`config.mk`:
```
export PLATFORM = sky130hd
export DESIGN_NAME = instr_dispatch_queue
export DESIGN_NICKNAME = d
export VERILOG_FILES = /design/src/rtl/instr_dispatch_queue.sv
export SDC_FILE = /design/constraint.sdc
export NUM_CORES = 1
export LEC_CHECK = 0
export ABC_AREA = 1
export CAP_MARGIN = 20
export CORE_MARGIN = 4
export CORE_UTILIZATION = 33
export DETAILED_ROUTE_END_ITERATION = 8
export HOLD_SLACK_MARGIN = 0.15
export PLACE_DENSITY = 0.54
export SYNTH_ARGS = -nofsm -noshare
export SYNTH_HDL_FRONTEND = slang
export SYNTH_SLANG_ARGS = --single-unit
```
`constraint.sdc`:
```
create_clock -name clk -period 8.7 [get_ports clk]
set_input_delay 0.87 -clock clk [delete_from_list [all_inputs] [get_ports clk]]
set_output_delay 0.87 -clock clk [all_outputs]
set_load 0.005 [all_outputs]
```
`src/rtl/instr_dispatch_queue.sv`:
```
// -----------------------------------------------------------------------------
// instr_dispatch_queue
//   Decode/dispatch front end for the wavefront controller. Each incoming
//   instruction is classified from its top opcode bits into SALU, BRANCH,
//   VALU or MEM. It is then buffered in that class's own circular FIFO, and
//   each FIFO is drained independently by its downstream unit decoder.
//
// Ports
//   clk, rst_n      clock, asynchronous active-low reset
//   in_valid/ready  input handshake; in_ready depends on the class of in_data
//   in_data         instruction word (INSTR_SIZE bits)
//   in_wf_id        issuing wavefront ID
//   flush           synchronous clear of every queue
//   out_valid[c]    head of queue c valid (0 SALU, 1 BRANCH, 2 VALU, 3 MEM)
//   out_ready[c]    consumer of class c takes the head
//   out_data        slice c = {wf_id, instr} of the head of queue c
//   q_full[c]       queue c holds QUEUE_DEPTH entries
//   stall_count     saturating count of cycles with in_valid & ~in_ready
// -----------------------------------------------------------------------------
module instr_dispatch_queue #(
   parameter int unsigned INSTR_SIZE  = 32,
   parameter int unsigned WF_ID_W     = 4,
   parameter int unsigned QUEUE_DEPTH = 4,
   parameter int unsigned STALL_CNT_W = 16
) (
   input  logic                                clk,
   input  logic                                rst_n,
   input  logic                                in_valid,
   output logic                                in_ready,
   input  logic [INSTR_SIZE-1:0]               in_data,
   input  logic [WF_ID_W-1:0]                  in_wf_id,
   input  logic                                flush,
   output logic [3:0]                          out_valid,
   input  logic [3:0]                          out_ready,
   output logic [4*(WF_ID_W+INSTR_SIZE)-1:0]   out_data,
   output logic [3:0]                          q_full,
   output logic [STALL_CNT_W-1:0]              stall_count
);

   localparam int unsigned NUM_CLS = 4;
   localparam int unsigned PTR_W   = $clog2(QUEUE_DEPTH);
   localparam int unsigned CNT_W   = PTR_W + 1;
   localparam int unsigned ENTRY_W = WF_ID_W + INSTR_SIZE;

   typedef enum logic [1:0] {
      CLS_SALU   = 2'd0,
      CLS_BRANCH = 2'd1,
      CLS_VALU   = 2'd2,
      CLS_MEM    = 2'd3
   } cls_e;

   cls_e                   cls;
   logic                   in_ready_int;
   logic                   accept;
   logic [NUM_CLS-1:0]     push_vec;
   logic [NUM_CLS-1:0]     pop_vec;
   logic [NUM_CLS-1:0]     valid_vec;
   logic [NUM_CLS-1:0]     full_vec;
   logic [ENTRY_W-1:0]     entry_d;

   logic [PTR_W-1:0]       wr_ptr_q [NUM_CLS];
   logic [PTR_W-1:0]       wr_ptr_d [NUM_CLS];
   logic [PTR_W-1:0]       rd_ptr_q [NUM_CLS];
   logic [PTR_W-1:0]       rd_ptr_d [NUM_CLS];
   logic [CNT_W-1:0]       cnt_q    [NUM_CLS];
   logic [CNT_W-1:0]       cnt_d    [NUM_CLS];
   logic [STALL_CNT_W-1:0] stall_q;
   logic [STALL_CNT_W-1:0] stall_d;
   logic [ENTRY_W-1:0]     mem_q    [NUM_CLS][QUEUE_DEPTH];

   // SOPP sits inside the 2'b10 scalar space, so it must be tested first.
   always_comb begin
      if (in_data[31:23] == 9'h17F)      cls = CLS_BRANCH;
      else if (in_data[31:30] == 2'b10)  cls = CLS_SALU;
      else if (!in_data[31])             cls = CLS_VALU;
      else                               cls = CLS_MEM;
   end

   always_comb begin
      out_data = '0;
      for (int unsigned c = 0; c < NUM_CLS; c++) begin
         valid_vec[c] = (cnt_q[c] != '0);
         full_vec[c]  = (cnt_q[c] == CNT_W'(QUEUE_DEPTH));
         out_data[c*ENTRY_W +: ENTRY_W] = mem_q[c][rd_ptr_q[c]];
      end
   end

   // Ready looks only at registered occupancy, so a pop on a full queue
   // does not open it for a push in the same cycle.
   always_comb begin
      in_ready_int = rst_n & ~flush & ~full_vec[cls];
      accept       = in_valid & in_ready_int;
      push_vec     = accept ? (4'b0001 << cls) : '0;
      pop_vec      = valid_vec & out_ready;
      entry_d      = {in_wf_id, in_data};
   end

   always_comb begin
      for (int unsigned c = 0; c < NUM_CLS; c++) begin
         wr_ptr_d[c] = wr_ptr_q[c];
         rd_ptr_d[c] = rd_ptr_q[c];
         cnt_d[c]    = cnt_q[c];
         if (flush) begin
            wr_ptr_d[c] = '0;
            rd_ptr_d[c] = '0;
            cnt_d[c]    = '0;
         end else begin
            wr_ptr_d[c] = wr_ptr_q[c] + PTR_W'(push_vec[c]);
            rd_ptr_d[c] = rd_ptr_q[c] + PTR_W'(pop_vec[c]);
            cnt_d[c]    = cnt_q[c] + CNT_W'(push_vec[c]) - CNT_W'(pop_vec[c]);
         end
      end
   end

   always_comb begin
      stall_d = stall_q;
      if (in_valid && !in_ready_int && (stall_q != '1))
         stall_d = stall_q + STALL_CNT_W'(1);
   end

   always_ff @(posedge clk or negedge rst_n) begin
      if (!rst_n) begin
         for (int unsigned c = 0; c < NUM_CLS; c++) begin
            wr_ptr_q[c] <= '0;
            rd_ptr_q[c] <= '0;
            cnt_q[c]    <= '0;
         end
         stall_q <= '0;
      end else begin
         for (int unsigned c = 0; c < NUM_CLS; c++) begin
            wr_ptr_q[c] <= wr_ptr_d[c];
            rd_ptr_q[c] <= rd_ptr_d[c];
            cnt_q[c]    <= cnt_d[c];
         end
         stall_q <= stall_d;
      end
   end

   // Storage needs no reset; entries are only observable when counted.
   always_ff @(posedge clk) begin
      for (int unsigned c = 0; c < NUM_CLS; c++) begin
         if (push_vec[c]) mem_q[c][wr_ptr_q[c]] <= entry_d;
      end
   end

   assign in_ready    = in_ready_int;
   assign out_valid   = valid_vec;
   assign q_full      = full_vec;
   assign stall_count = stall_q;

endmodule

```
==> qor.yml <==
outcome:
  outcome: "completed"
synth:
  synth_flop_cell: "edfxtp_1"
  synth_top_cell_by_area: "edfxtp_1"
  netlist_area_mm2: 0.0239
  ys_seq_elements: 620
  yosys_warnings: 0
  synthesis.nets: 1819
  synth_top_area_share_pct: 72.4
  avgSynthCellArea_um2: 13.6
  ys_seq_area_share_pct: 77.0
  async_flop_share_pct: 7.10
  netlist-cell-type-count: 31
  synth_edf_count: 576
  synthCells: 1754
  yosys-top-cells-area: "edfxtp_1, o21ai_0, nor2_1, dfrtp_1, o22ai_1"
routing:
  via_count: 14900
  drc: 0
  ant_nets: 0
  wl_per_cell_um: 22.2
  first_pass_iters: 5
  via_per_inst: 5.01
  drtIter0Drc: 1218
  wirelength_um: 65900
sta:
  hold_viol: 0
  whs_ns: 0.377
  clock.fmax_ghz: 0.232
  grt_setup_unrepaired: "no"
  fin_tns_setup_ns: 0
  fin_crit_sh_pct: 49.4
  period_minus_slack_ns: 4.30
  worst_pin_slew_ns: 0.939
  skew_ns: 0.0252
  finalSetupViolCount: 0
  relSlewSlack_pct: 37.2
  report.final.slew_viol_count: 0
cells_and_area:
  final_nets: 2036
  areaGrowthSynthToFinish_pct: 22.4
  drive_gt1_share_pct: 8.36
  num_antenna_cells: 0
  fin_area_mm2: 0.0293
run:
  drv_cap: 0
clocking:
  cts-htree-levels: 3
  clockRootBuffer: "clkbuf_16"
  hold_buffers: 0
  cts_tree: "done"
  cts_resized: 0
  clkTransAtPathRegs_ns: 0.06
  cts_buffer_depth: 3
  clock_latency_ns: 0.59
  cts.sinks: 620
  post-cts-setup-buffers: 0
  numCtsBuffers: 66
grt:
  gr-total-overflow: 0
  grt_pass1_wl_um: 97100
  first_global_vias: 14400
  track_usage_pct: 16.8
  grt_max_degree: 75
  antenna_found_initial: 4
critical_path:
  crit_slowest_cell: "clkdlybuf4s50_1"
  rrSetupSlack_ns: 5.65
  reg2reg_to: "cnt_q[2]"
  r2r-start: "cnt_q[1]"
  worst-r2r-cell-count: 15
  end_kind: "primary output"
  crit_path_start_kind: "input pin"
  cp.arrival_ns: 3.43
  cpPeakStageDelay_ns: 0.81
  crit_chain: "clkdlybuf4s50_1 > nand2_1 > nor2_1 > nand2_1 > nand3_1 > nand3_1 > nor2_2 > clkdlybuf4s50_1"
  criticalPathCategory: "in -> out"
  crit_required_ns: 7.83
  critPathMaxFanout: 17
placed_design:
  dp_hpwl_um: 38700
  port_buffers: 212
  placed_cell_area_mm2: 0.0272
  routabilityCongestion: 0.765
floorplan:
  die_area_mm2: 0.0768
  initial_core_util_pct: 33.4
  die_w_um: 277
  core_area_mm2: 0.0716
  die_h_um: 277
  pin_count: 213
  row_count: 98
pwr:
  p_leak_uw: 0.00987
  power_density_mw_per_mm2: 282
  worst_ir_drop_vdd_mv: 0.149
  finalPower_uw: 8260
hold_path:
  hold_path.class: "in -> async"
[cells in the mapped netlist (2+ instances only)]
library cell,count
a21boi_0,3
a21oi_1,2
buf_1,11
buf_2,5
buf_6,3
clkbuf_1,78
clkinv_1,4
dfrtp_1,44
edfxtp_1,576
fa_1,4
ha_1,17
inv_1,66
inv_2,4
nand2_1,79
nand3_1,12
nand3_2,3
nand4_1,21
nor2_1,351
nor2_2,2
nor3_1,3
nor3_2,2
o21ai_0,289
o22ai_1,144
xnor2_1,16
xor2_1,9
[routing by layer]
metal	global-route usage [%]	up-vias	part of all wire, %
li1	-	6857	-
met1	22.8	7492	43
met2	27.5	448	48
met3	4.04	87	6.9
met4	4.30	4	2.0
met5	0	-	0.038
[logic make-up after synthesis]
group	Yosys count	share of synthesized area [%]
AOI/OAI and AO/OA	439	9.98
buffers and inverters	171	2.81
xor gates and xnor gates	25	0.916
DFF	620	77.0
adders and majority gates	21	1.22
and+or+nand+nor	478	8.10
[critical path: cells and delay by family]
family / cells / cell delay [ns]
and+or+nand+nor: 6 / 1.15
buffers and inverters: 2 / 1.40
[power by group]
part | leakage [uW] | internal [uW] | switching (uW)
combinational | 0.00309 | 920 | 1290
sequential | 0.00577 | 3310 | 46.3
clock | 0.00101 | 1560 | 1120
[flip-flops by register name (all words and copies together), names as in the netlist]
signal       count
wr_ptr_q         8
cnt_q           12
stall_count     16
mem_q          576
rd_ptr_q         8
[how the worst max path moves through the flow]
stage | startpoint | endpoint | slack, ns | depth (start not counted)
after floorplan | in_data[24] | mem_q[0][0] | 5.07 | 8
after global placement | in_data[24] | cnt_q[5] | 4.01 | 14
after detailed placement | in_data[24] | cnt_q[2] | 3.87 | 14
after CTS | in_data[24] | in_ready | 4.34 | 8
after global routing | in_data[23] | cnt_q[2] | 4.16 | 14
final | in_data[23] | in_ready | 4.40 | 8
[cell type report]
| type | instances | area, um2 |
|---|---|---|
| Fill cell | 6576 | 42300 |
| Sequential cell | 620 | 18400 |
| Multi-Input combinational cell | 963 | 4950 |
| Timing Repair Buffer | 246 | 2370 |
| Clock buffer | 79 | 1750 |
| Tap cell | 950 | 1190 |
| Clock inverter | 39 | 312 |
| Inverter | 74 | 278 |
[metrics by stage]
| stage | setup slack [ns] | utilization (%) | std cells |
|---|---|---|---|
| 6_report | 4.40 | 40.9 | 2971 |
| 5_1_grt | 4.16 | 40.9 | 2971 |
| 4_1_cts | 4.34 | 40.9 | 2971 |
| 3_5_place_dp | 3.87 | 38.0 | 2853 |
| 3_3_place_gp | 4.01 | 38.0 | 2853 |
| 2_1_floorplan | 5.07 | - | 1754 |
[cells in the final DEF (no fill, tap or decap), drive strengths merged, types with 30 or more instances in the layout]
cell type	synthesis	layout
o21ai	289	289
clkdlybuf4s50	0	211
nand2	80	80
buf	19	35
clkinv	4	30
nor2	354	354
edfxtp	576	576
clkbuf	78	79
dfrtp	44	44
o22ai	144	144
inv	70	75
(Power assumes the default switching activity.)
